`config.mk`:
```
export PLATFORM = sky130hd
export DESIGN_NAME = pixel_replication
export DESIGN_NICKNAME = d
export VERILOG_FILES = /design/src/rtl/img_pkg.sv /design/src/rtl/replication_addr_gen.sv /design/src/rtl/pixel_replication.sv
export SDC_FILE = /design/constraint.sdc
export NUM_CORES = 1
export LEC_CHECK = 0
export CAP_MARGIN = 20
export CORE_MARGIN = 1.5
export CORE_UTILIZATION = 31
export CTS_CLUSTER_DIAMETER = 200
export DETAILED_ROUTE_END_ITERATION = 16
export RECOVER_POWER = 50
export SLEW_MARGIN = 5
export SYNTH_ARGS = -nofsm -noshare
export SYNTH_HDL_FRONTEND = slang
export SYNTH_SLANG_ARGS = --single-unit
```
`constraint.sdc`:
```
create_clock -name clk -period 6.2 [get_ports clk]
set_input_delay 0.93 -clock clk [delete_from_list [all_inputs] [get_ports clk]]
set_output_delay 0.93 -clock clk [all_outputs]
set_load 0.01 [all_outputs]
```
`src/rtl/img_pkg.sv`:
```
// Shared image constants, zoom encodings and FSM state type for the
// pixel replication (nearest-neighbour upscaler) block.
package img_pkg;

  localparam int IMG_W_IN_DEF  = 160;
  localparam int IMG_H_IN_DEF  = 120;
  localparam int IMG_W_OUT_DEF = 320;
  localparam int IMG_H_OUT_DEF = 240;

  localparam int RD_ADDR_W = 15;
  localparam int WR_ADDR_W = 17;
  localparam int PIX_W     = 8;

  localparam logic [2:0] ZOOM_2X = 3'd0;
  localparam logic [2:0] ZOOM_4X = 3'd1;

  typedef enum logic [1:0] {
    ST_IDLE,
    ST_RUN,
    ST_FLUSH,
    ST_DONE
  } state_t;

  // Any encoding other than 4x falls back to the full-image 2x mode.
  function automatic logic [2:0] norm_zoom(input logic [2:0] zoom);
    return (zoom == ZOOM_4X) ? ZOOM_4X : ZOOM_2X;
  endfunction

endpackage

```
`src/rtl/replication_addr_gen.sv`:
```
// Combinational source-address generator: maps an output coordinate to the
// source pixel it replicates, for 2x full-image or 4x centre-crop zoom.
module replication_addr_gen
  import img_pkg::*;
#(
  parameter int IMG_W_IN = IMG_W_IN_DEF,
  parameter int IMG_H_IN = IMG_H_IN_DEF,
  parameter int XW       = 9,
  parameter int YW       = 8
) (
  input  logic [XW-1:0] x_out,
  input  logic [YW-1:0] y_out,
  input  logic [2:0]    zoom,
  output logic [14:0]   read_addr
);

  localparam int X_OFF = IMG_W_IN / 4;
  localparam int Y_OFF = IMG_H_IN / 4;

  logic        is_4x;
  logic [14:0] x_ext;
  logic [14:0] y_ext;
  logic [14:0] col;
  logic [14:0] row;
  logic [14:0] row_base;

  always_comb begin
    is_4x = (zoom == ZOOM_4X);
    x_ext = 15'(x_out);
    y_ext = 15'(y_out);
    col   = x_ext >> 1;
    row   = y_ext >> 1;
    if (is_4x) begin
      col = 15'(X_OFF) + (x_ext >> 2);
      row = 15'(Y_OFF) + (y_ext >> 2);
    end
  end

  // A 160-pixel row stride is 128 + 32, so no multiplier is needed there.
  generate
    if (IMG_W_IN == 160) begin : g_shift_add
      assign row_base = (row << 7) + (row << 5);
    end else begin : g_mult
      assign row_base = row * 15'(IMG_W_IN);
    end
  endgenerate

  assign read_addr = row_base + col;

endmodule

```
`src/rtl/pixel_replication.sv`:
```
// Frame sequencer: walks the destination raster, issues source reads and
// writes each fetched pixel two cycles later through a short pipeline.
module pixel_replication
  import img_pkg::*;
#(
  parameter int IMG_W_IN  = IMG_W_IN_DEF,
  parameter int IMG_H_IN  = IMG_H_IN_DEF,
  parameter int IMG_W_OUT = IMG_W_OUT_DEF,
  parameter int IMG_H_OUT = IMG_H_OUT_DEF
) (
  input  logic        clk,
  input  logic        reset_n,
  input  logic        enable,
  input  logic        start,
  input  logic [2:0]  zoom_level,
  input  logic [7:0]  pixel_in,
  output logic [14:0] read_addr,
  output logic [16:0] write_addr,
  output logic [7:0]  pixel_out,
  output logic        write_en,
  output logic        busy,
  output logic        done
);

  localparam int XW = $clog2(IMG_W_OUT);
  localparam int YW = $clog2(IMG_H_OUT);
  localparam logic [XW-1:0] X_LAST = XW'(IMG_W_OUT - 1);
  localparam logic [YW-1:0] Y_LAST = YW'(IMG_H_OUT - 1);

  state_t state_q;
  state_t state_d;

  logic [XW-1:0] x_out;
  logic [YW-1:0] y_out;
  logic [2:0]    zoom_q;
  logic [16:0]   pix_cnt;
  logic [16:0]   k0;
  logic [16:0]   k1;
  logic          valid0;
  logic          valid1;
  logic          flush_cnt;
  logic          last_coord;
  logic [14:0]   addr_next;

  assign last_coord = (x_out == X_LAST) && (y_out == Y_LAST);

  replication_addr_gen #(
    .IMG_W_IN (IMG_W_IN),
    .IMG_H_IN (IMG_H_IN),
    .XW       (XW),
    .YW       (YW)
  ) u_addr_gen (
    .x_out     (x_out),
    .y_out     (y_out),
    .zoom      (zoom_q),
    .read_addr (addr_next)
  );

  always_ff @(posedge clk or negedge reset_n) begin
    if (!reset_n) state_q <= ST_IDLE;
    else          state_q <= state_d;
  end

  always_comb begin
    state_d = state_q;
    if (!enable) begin
      state_d = ST_IDLE;
    end else begin
      case (state_q)
        ST_IDLE:  if (start) state_d = ST_RUN;
        ST_RUN:   if (last_coord) state_d = ST_FLUSH;
        ST_FLUSH: if (flush_cnt) state_d = ST_DONE;
        ST_DONE:  state_d = ST_IDLE;
        default:  state_d = ST_IDLE;
      endcase
    end
  end

  // Raster coordinate walk; zoom is captured only when a frame is accepted.
  always_ff @(posedge clk or negedge reset_n) begin
    if (!reset_n) begin
      x_out     <= '0;
      y_out     <= '0;
      pix_cnt   <= '0;
      zoom_q    <= ZOOM_2X;
      flush_cnt <= 1'b0;
    end else if (!enable) begin
      x_out     <= '0;
      y_out     <= '0;
      pix_cnt   <= '0;
      flush_cnt <= 1'b0;
    end else begin
      flush_cnt <= (state_q == ST_FLUSH) && !flush_cnt;
      if (state_q == ST_IDLE && start) begin
        zoom_q  <= norm_zoom(zoom_level);
        x_out   <= '0;
        y_out   <= '0;
        pix_cnt <= '0;
      end else if (state_q == ST_RUN) begin
        pix_cnt <= pix_cnt + 17'd1;
        if (x_out == X_LAST) begin
          x_out <= '0;
          if (y_out != Y_LAST) y_out <= y_out + 1'b1;
        end else begin
          x_out <= x_out + 1'b1;
        end
      end
    end
  end

  // Two-stage pipeline matching the one-cycle source memory read latency.
  always_ff @(posedge clk or negedge reset_n) begin
    if (!reset_n) begin
      read_addr  <= '0;
      valid0     <= 1'b0;
      valid1     <= 1'b0;
      k0         <= '0;
      k1         <= '0;
      write_addr <= '0;
      pixel_out  <= '0;
      write_en   <= 1'b0;
    end else if (!enable) begin
      read_addr  <= '0;
      valid0     <= 1'b0;
      valid1     <= 1'b0;
      write_en   <= 1'b0;
    end else begin
      valid0   <= (state_q == ST_RUN);
      valid1   <= valid0;
      k1       <= k0;
      write_en <= valid1;
      if (state_q == ST_RUN) begin
        read_addr <= addr_next;
        k0        <= pix_cnt;
      end
      if (valid1) begin
        pixel_out  <= pixel_in;
        write_addr <= k1;
      end
    end
  end

  always_ff @(posedge clk or negedge reset_n) begin
    if (!reset_n) begin
      busy <= 1'b0;
      done <= 1'b0;
    end else if (!enable) begin
      busy <= 1'b0;
      done <= 1'b0;
    end else begin
      busy <= (state_d == ST_RUN) || (state_d == ST_FLUSH);
      done <= (state_d == ST_DONE);
    end
  end

endmodule

```
==> out/metrics.csv <==
stage;metric;value;unit
timing;Final Setup Violations;0;
worst_setup_path;RR Startpoint;y_out[3];
global_route;global-route wire length before repair;21200;µm
clock_network;latest clock arrival within the worst-skew pair;410;ps
drt;total routed wirelength;12200;µm
clock_network;Post-CTS Setup Bufs;0;
pwr;total power;1.97;mW
timing;fin worst setup slack;2620;ps
clock_network;Clock Path Buffers;2;
clock_network;Clock Sinks;117;
logic_synthesis;most frequent cell after synthesis;dfrtp_1;
timing;WHS;470;ps
pwr;Clk pwr share;51.0;%
pwr;Leakage;3.28;nW
pwr;P per Cell Area;276;nW/µm²
timing;Slew Limit Headroom;-105;%
floorplanning;row count;49;
place;HPWL after detailed placement;8220;µm
logic_synthesis;syn_nets;576;
drt;Routed Antenna Nets;0;
layout;share of layout cells above drive strength 1;15.1;%
worst_setup_path;Setup CP Type;primary input to async pin;
worst_setup_path;R2R Setup Slk;2850;ps
timing;Hold Vio Cnt, Final;0;
timing;clk_skew;6.97;ps
place;PortBufs;57;
logic_synthesis;synthesized flop and latch total;117;
pwr;Combinational Power Share;8.1;%
clock_network;Reg clk slew, reported paths;60;ps
pwr;Psw;468;µW
pwr;Int Pwr;1.50;mW
pwr;sequential share of power;40.9;%
worst_setup_path;Critical path buffers and inverters;2;
drt;first drt pass iteration count;11;
logic_synthesis;share of the synthesized area in the top cell type;50.9;%
clock_network;Post-CTS Hold Fix Bufs;0;
drt;# DRC;9;
logic_synthesis;Main synth FF type;dfrtp_1;
worst_setup_path;Reg2Reg Depth;11;
place;DP Worst Slack;2880;ps
floorplanning;die width;139;µm
worst_hold_path;WHS Endpoint;valid1;
logic_synthesis;Post-synth EDFFs;0;
clock_network;Post-CTS Resized;0;
layout;fin nets;628;
logic_synthesis;top cells by count, synth;dfrtp_1 (117), nand2_1 (80), mux2_2 (45);
worst_hold_path;min-delay src;valid0;
layout;n_diodes;0;
clock_network;H-tree levels;4;
drt;DR vias;4202;
run;Max Cap Violations;1;
timing;final slew viol count;57;
layout;Final Cell Area;7140;µm²
status;failing checks;design-rule violations, max-capacitance violations, max-slew violations;
logic_synthesis;Yosys top cell by area;dfrtp_1;
global_route;vias in the first global route;4330;
status;status;finished, violations left;
floorplanning;Core Region;18100;µm²
logic_synthesis;Mapped Area;5750;µm²
global_route;Congestion Overflow GR;0;
worst_hold_path;hold path cells;1;
timing;fmax;0.279;GHz
logic_synthesis;syn avg cell area;10.7;µm²
pwr;switching share of power;23.8;%
pwr;VDD IR-drop max;0.200;mV
floorplanning;die area;19400;µm²
floorplanning;top-level I/O count;58;
logic_synthesis;Seq/Total Area, Yosys;50.9;%
worst_setup_path;Critical Path Start Type;primary input;
worst_setup_path;CP peak stage delay;2130;ps
logic_synthesis;ranking of synthesized cells by area;dfrtp_1 (51%), mux2_2 (8.8%), nand2_1 (5.2%), ha_1 (4.3%), xnor2_1 (2.1%);
worst_setup_path;Crit Path Max Fanout;62;
worst_hold_path;HP Class;flop to flop;
timing;final worst path period need;3580;ps
drt;DRT iter0 DRCs;202;
logic_synthesis;Ys Warns;0;
global_route;total track usage;13.5;%
place;routability cong.;0.829;
drt;routed vias/inst;5.04;
worst_setup_path;Setup crit end kind;async pin;
logic_synthesis;ys async rst share;100;%
timing;Setup TNS;0;ps
worst_setup_path;crit path cell chain;clkbuf_1 -> buf_4;
timing;Least-Margin Pin Slew;3070;ps
timing;RSZ-0062 raised after global routing;no;
global_route;largest net degree at the start of global routing;63;
worst_setup_path;Worst Path Required;6650;ps
timing;Final Cycle Share;57.7;%
logic_synthesis;Mapped Cells;539;
drt;Routed wire per std cell;14.7;µm
logic_synthesis;Distinct cells, synth;58;
clock_network;Num CTS Buffers;17;
floorplanning;Initial Utilization;31.8;%
place;DP Area;6510;µm²
clock_network;CTS tree;built;
floorplanning;die height;139;µm
worst_setup_path;Max stage delay cell, worst path;clkbuf_1;
layout;area grow syn2layout;24.1;%
global_route;initial antenna violation count;0;
clock_network;Root Buffer;clkbuf_16;
worst_setup_path;Crit path arrival time;4030;ps
worst_setup_path;Crit Reg-Reg Endpoint;read_addr[14];
worst_setup_path;Crit path max-delay family;buffers and inverters;
## metrics by stage
stage	std cells	util, %
after floorplan	539	-
after global placement	800	36.0
after detailed placement	800	36.0
after CTS	832	39.4
after global routing	833	39.5
final	833	39.5
## metal layers
layer | track usage [%] | wire [µm] | up-vias
met4 | 3.30 | 77 | 0
met3 | 4.37 | 537 | 10
met2 | 21.8 | 5810 | 76
li1 | - | - | 2029
met5 | 0 | 0 | -
met1 | 17.4 | 5790 | 2087
## worst reg2reg max path, cell delays in order, from the launching register on
cell and delay [ps]:
dfrtp_1 490, inv_1 110, ha_1 310, a21oi_1 210, inv_1 90, fa_1 550
inv_1 80, fa_1 480, a211o_1 330, a211o_1 290, a31oi_1 180, o31ai_1 80
## power by group through the flow
| stage | Clock (mW) | Combinational (mW) | Sequential (mW) |
|---|---|---|---|
| floorplan | 0 | 0.0755 | 0.823 |
| global placement | 0 | 0.161 | 0.818 |
| detailed placement | 0 | 0.163 | 0.819 |
| CTS | 1.03 | 0.164 | 0.805 |
| global route | 1.07 | 0.178 | 0.809 |
| finish | 1.00 | 0.160 | 0.805 |
## flip-flops by register name, summed over array words and instances, names as in the netlist, 8 cells and up
name        cells
y_out           8
x_out           9
write_addr     17
read_addr      15
pix_cnt        17
k1             17
k0             17
pixel_out       8
## worst max path at each step
stage | slack [ps] | from | endpoint | cells past startpoint
3_5_place_dp | 2880 | y_out[3] | read_addr[14] | 11
3_3_place_gp | 3000 | y_out[3] | read_addr[14] | 11
6_report | 2620 | reset_n | k1[3] | 2
2_1_floorplan | 2930 | zoom_q[0] | read_addr[14] | 12
5_1_grt | 1920 | reset_n | write_addr[8] | 2
4_1_cts | 2890 | y_out[3] | read_addr[14] | 11
## cells in the final DEF (no fill, tap or decap), drive strengths merged, types with 7 or more instances in the layout
cell type,Yosys,final
clkbuf,18,20
inv,21,26
o211ai,7,7
dfrtp,117,117
a211oi,8,8
a31oi,7,7
mux2,45,45
nand4,8,8
nand3,14,14
nand2,80,80
nor2,25,25
o21ai,16,16
a21oi,21,21
ha,20,20
clkdlybuf4s50,0,54
xnor2,14,14
## final cells by class
cell class	count	area, µm²
Clock buffer	18	429
Tap cell	229	287
Sequential cell	117	2930
Clock inverter	14	175
Multi-Input combinational cell	372	2630
Inverter	21	78.8
Timing Repair Buffer	62	613
Fill cell	1750	10900
## cell families (layout without fill, tap and decap cells)
| family | count (synthesis) | after routing | share of synthesized area (%) |
|---|---|---|---|
| adder cells (fa/ha/maj) | 22 | 22 | 5.05 |
| multiplexers | 50 | 50 | 9.68 |
| AND/OR/NAND/NOR | 179 | 179 | 15.5 |
| XOR/XNOR | 14 | 14 | 2.13 |
| flip-flops | 117 | 117 | 50.9 |
| buffers and inverters | 50 | 115 | 3.44 |
| AO/OA/AOI/OAI | 107 | 107 | 13.4 |
No activity file was read; power rests on OpenSTA's default activity.
==> variant 1: new RTL, same settings <==
Re-encode `state_t` (4 states) as one-hot, 4 bits wide.
--- a/src/rtl/img_pkg.sv
+++ b/src/rtl/img_pkg.sv
@@ -15,9 +15,9 @@
   localparam logic [2:0] ZOOM_4X = 3'd1;
 
-  typedef enum logic [1:0] {
-    ST_IDLE,
-    ST_RUN,
-    ST_FLUSH,
-    ST_DONE
+  typedef enum logic [3:0] {
+    ST_IDLE  = 4'b0001,
+    ST_RUN   = 4'b0010,
+    ST_FLUSH = 4'b0100,
+    ST_DONE  = 4'b1000
   } state_t;
 
Behaviour: same outputs for any inputs over 10 cycles, from zero or initial values and one cycle with reset_n low; not proved beyond that.
==> variant 1 against the unedited design <==
The run still ends with design-rule violations, max-capacitance violations, max-slew violations left; sequential cell count grew 2; power fell by 2.8%; final area up 0.42%; first-iteration DRC count grew 14%; setup slack worse by 470 ps; sequential share of layout area grew 0.54 points; routed wire length up 3.3%; synthesized area up 0.72%; largest cell class unchanged; largest power group unchanged.
==> variant 1: results (changes against the unedited design) <==
CP max FO=73 (was 62); CTS H-tree lvls=4 (unchanged); Clock Tree Buf Depth=2 (unchanged); Placed Cells=813 (was 800); clk_skew=11.8 ps (was 6.97 ps); ratio of cells with drive above 1 in the final layout=13.6% (was 15.1%); Synth Area in Compound Gates=13.6% (was 13.4%); PwrDens=267 nW/um^2 (was 276 nW/um^2); met3 WL=549 microns (was 537 microns); drt pass-1 iters=10 (was 11); leading post-synthesis cells by cell area=dfrtp_1 (51%), mux2_2 (8.4%), nand2_1 (5.1%) (was dfrtp_1 (51%), mux2_2 (8.8%), nand2_1 (5.2%)); Placed Area=6540 sq um (was 6510 sq um); status=complete, but fails checks (unchanged); post-synth net total=592 (was 576); met2 Use GR=23.4% (was 21.8%); mux cell area share after synthesis=9.22% (was 9.68%); met2 WL post-DR=6.27 mm (was 5.81 mm); first-pass GRT wire length=21.6 mm (was 21.2 mm); Internal Pwr Total=1.50 mW (about the same); Seq pwr share=41.7% (was 40.9%); Synth Area in XOR/XNOR=1.36% (was 2.13%); latest clock arrival within the worst-skew pair=about 420 ps; Largest stage delay, worst path=2680 ps (was 2130 ps); failing checks=design-rule violations, max-capacitance violations, max-slew violations (unchanged); max-slew violations=74 (was 57); worst vdd ir=0.000149 V (was 0.000200 V); max_cap viols=1 (unchanged); met1 GRT Util=16.7% (was 17.4%); DRT iter0 DRCs=231 (was 202); commonest cells in the synthesized netlist=dfrtp_1 (118), nand2_1 (78), mux2_2 (43), a21oi_1 (35), o21ai_0 (31) (was dfrtp_1 (117), nand2_1 (80), mux2_2 (45), nor2_1 (25)); Clk pwr share=52.8% (was 51.0%); post-synthesis sequential area ratio=51.4% (was 50.9%); met3 Use GR=4.34% (was 4.37%); post-DR vias/cell=5.17 (was 5.04); Worst EP arrival=4540 ps (was 4030 ps); Routed wire per std cell=14.9 microns (was 14.7 microns); DP Worst Slack=2060 ps (was 2880 ps); All-Layer GR Usage=13.8% (was 13.5%); met1 WL=5.65 mm (was 5.79 mm); pin count of the biggest net entering global routing=74 (was 63); Synth Instances=556 (was 539); Final Net Count=640 (was 628); Leakage=3.30 nW (was 3.28 nW); final wirelength=12.6 mm (was 12.2 mm); post-DP HPWL=8.66 mm (was 8.22 mm); DRC=7 (was 9); most numerous cell in the Yosys netlist=dfrtp_1 (unchanged); Post-Synth Adder-Cell Area=4.79% (was 5.05%); distinct cell type count of the synthesized netlist=62 (was 58); Worst-Margin Slew=3860 ps (was 3070 ps); reg2reg start=zoom_q[0] (was y_out[3]); vias in the first global route=4,377 (was 4,330); GPL Wtd Cong=0.796 (was 0.829)
[variant 1: cell types whose count changed after synthesis, sizes merged, moves of 5 or more]
cell / delta
a21boi: -6
clkbuf: +7
inv: -5
nand3: +10
xnor2: -8
a31oi: -5
a21oi: +14
o21ai: +16
[variant 1: area by class of cell]
type	instances	area (sq um)
sequential	119	2980
timing repair buffer	61	611
multi-input combinational	388	2620
tap	229	287
fill	1766	11000
inverter	17	63.8
clock buffer	23	488
clock inverter	8	120
[variant 1: final timing paths]
kind                                  to  slack, ps  cells past startpoint
min reg2reg                       valid1        440                      1
max                                k1[2]       2150                      2
max reg2reg                read_addr[14]       2940                     10
max in group clk                y_out[5]       2330                      5
min in group asynchronous       write_en       1860                      1
min                               valid1        440                      1
[variant 1: worst register-to-register path, stage by stage (launching register included)]
cell and delay, ps:
dfrtp_1 810, nor2_1 80, a21oi_1 210, inv_1 90
fa_1 540, inv_1 70, fa_1 480, a211oi_1 240
nor2_1 110, o31a_1 260, a41o_1 240
==> variant 2: new RTL, config.mk and constraints unchanged <==
Without the edit above. `IMG_H_OUT_DEF`: 240 -> 360.
--- a/src/rtl/img_pkg.sv
+++ b/src/rtl/img_pkg.sv
@@ -6,5 +6,5 @@
   localparam int IMG_H_IN_DEF  = 120;
   localparam int IMG_W_OUT_DEF = 320;
-  localparam int IMG_H_OUT_DEF = 240;
+  localparam int IMG_H_OUT_DEF = 360;
 
   localparam int RD_ADDR_W = 15;
Check against the original RTL: same outputs for any inputs over 10 cycles, from zero or initial values and one cycle with reset_n low; that may be too few to reach the edited logic, so the function may still have changed.
==> variant 2 against the unedited design <==
The run still ends with design-rule violations, max-capacitance violations, max-slew violations left; count of clock-buffer cells in the layout increased by 2; power down 3.7%; fmax decreased by 3.5%; clock power fell by 8%; routed wire length is 1.2% lower; die area is 0.74% higher; synthesized area rose by 0.76%; sequential cell count is 1 higher; worst hold slack got worse by 27 ps; setup slack got worse by 130 ps; final area fell by 0.16%.
==> variant 2: results (changes against the unedited design) <==
status=complete, but fails checks (unchanged); failing checks=design-rule violations, max-capacitance violations, max-slew violations (unchanged); first-pass GRT wire length=20.7 mm (was 21.2 mm); Final Net Count=616 (was 628); postcts setup bufs=0 (unchanged); Largest stage delay, worst path=2310 ps (was 2130 ps); CTS H-tree lvls=4 (unchanged); CTS root buf=clkbuf_16 (unchanged); post-synthesis sequential area ratio=50.9% (about the same); GPL Wtd Cong=0.870 (was 0.829); Synth Instances=528 (was 539); max_cap viols=1 (unchanged); fill count=1,744 (was 1,750); pin count of the biggest net entering global routing=62 (was 63); Worst path top cell family by delay=buffers and inverters (unchanged); max-slew violations=62 (was 57); initial antenna violation count=0 (unchanged); clk_skew=10.2 ps (was 6.97 ps); CP max stage cell=clkbuf_1 (unchanged); DRC=6 (was 9); Synth Area in Compound Gates=8.18% (was 13.4%); distinct cell type count of the synthesized netlist=55 (was 58); All-Layer GR Usage=13.3% (was 13.5%); Synth Flop Type=dfrtp_1 (unchanged); Internal Pwr Total=1.45 mW (was 1.50 mW); Worst-Margin Slew=3330 ps (was 3070 ps); hold crit path type=reg -> reg (unchanged); leading post-synthesis cells by cell area=dfrtp_1 (51%), mux2_2 (12%), ha_1 (3.9%) (was dfrtp_1 (51%), mux2_2 (8.8%), nand2_1 (5.2%)); drt pass-1 iters=10 (was 11); area occupied by multi-input gates=2650 sq um (was 2630 sq um); PortBufs=57 (unchanged); post-DP HPWL=8.38 mm (was 8.22 mm); Placed Area=6530 sq um (was 6510 sq um); commonest cells in the synthesized netlist=dfrtp_1 (118), mux2_2 (60), nor2_1 (51), nand2_1 (47), nand3_1 (22) (was dfrtp_1 (117), nand2_1 (80), mux2_2 (45), nor2_1 (25)); Worst EP arrival=4170 ps (was 4030 ps); CP max FO=61 (was 62); clk slew on worst S/H paths=50 ps; post-synth net total=563 (was 576); # resized after CTS=0 (unchanged); Synth Area in XOR/XNOR=4.53% (was 2.13%); Via Count=4,078 (was 4,202); Leakage=3.29 nW (was 3.28 nW); post-synth top area share=50.9% (about the same); Clock Tree Buf Depth=2 (unchanged); ratio of cells with drive above 1 in the final layout=18.5% (was 15.1%); Post-Synth Adder-Cell Area=4.58% (was 5.05%); mux cell area share after synthesis=13.4% (was 9.68%); worst vdd ir=0.000120 V (was 0.000200 V); final wirelength=12.1 mm (was 12.2 mm); total CTS buffers=17 (unchanged); latest clock arrival within the worst-skew pair=410 ps (about the same); DRT iter0 DRCs=234 (was 202); antenna diode count=0 (unchanged); Placed Cells=790 (was 800); Routed wire per std cell=14.7 microns (about the same); asr flop ratio synth=100% (unchanged); vias in the first global route=4,172 (was 4,330)
[variant 2: cell count changes in the layout (fill, tap and decap cells not counted), moves of 16 or more]
cell	unedited run	this run
clkdlybuf4s50_1	54	37
dlygate4sd3_1	1	19
mux2_2	44	60
nand2_1	80	47
nor2_1	25	51
xor2_1	0	19
[variant 2: logic make-up after synthesis]
logic type	after synthesis
and+or+nand+nor	179
DFF	118
muxes	70
xor gates and xnor gates	30
adders and majority gates	20
buffers and inverters	40
AOI/OAI and AO/OA	71
[variant 2: stage by stage]
| stage | power, mW | setup WS [ps] | util [%] |
|---|---|---|---|
| 6_report | 1.90 | 2490 | 39.3 |
| 5_1_grt | 1.98 | 1740 | 39.3 |
| 4_1_cts | 1.93 | 2520 | 39.1 |
| 3_5_place_dp | 0.996 | 2410 | 36.0 |
| 3_3_place_gp | 0.992 | 2470 | 36.0 |
| 2_1_floorplan | 0.909 | 3170 | - |
[variant 2: final timing paths]
path	startpoint	to	slack [ps]	cells after the start
setup / recovery	reset_n	read_addr[11]	2490	2
hold / removal	flush_cnt	flush_cnt	440	1
setup reg to reg	zoom_q[0]	read_addr[11]	2550	10
hold reg to reg	flush_cnt	flush_cnt	440	1
max in group clk	zoom_q[0]	read_addr[11]	2550	10
min in group asynchronous	reset_n	write_addr[3]	1630	1
[variant 2: layout make-up]
type	instances	share of cell area [%]
Multi-Input combinational cell	370	37.2
Inverter	12	0.632
Sequential cell	118	41.4
Clock inverter	12	1.44
Clock buffer	20	6.55
Timing Repair Buffer	62	8.73
Tap cell	229	4.02
[variant 2: power groups by stage]
stage	logic [mW]	registers [mW]	clock network, mW
3_5_place_dp	0.168	0.828	0
2_1_floorplan	0.0773	0.832	0
5_1_grt	0.178	0.817	0.982
3_3_place_gp	0.164	0.828	0
4_1_cts	0.169	0.815	0.949
6_report	0.161	0.814	0.921
[variant 2: routing by layer]
metal / GRT usage (%) / part of all wire (%)
met1: 16.9 / 47
met2: 21.2 / 48
met3: 3.37 / 3.3
met4: 6.15 / 2.0
met5: 0 / 0
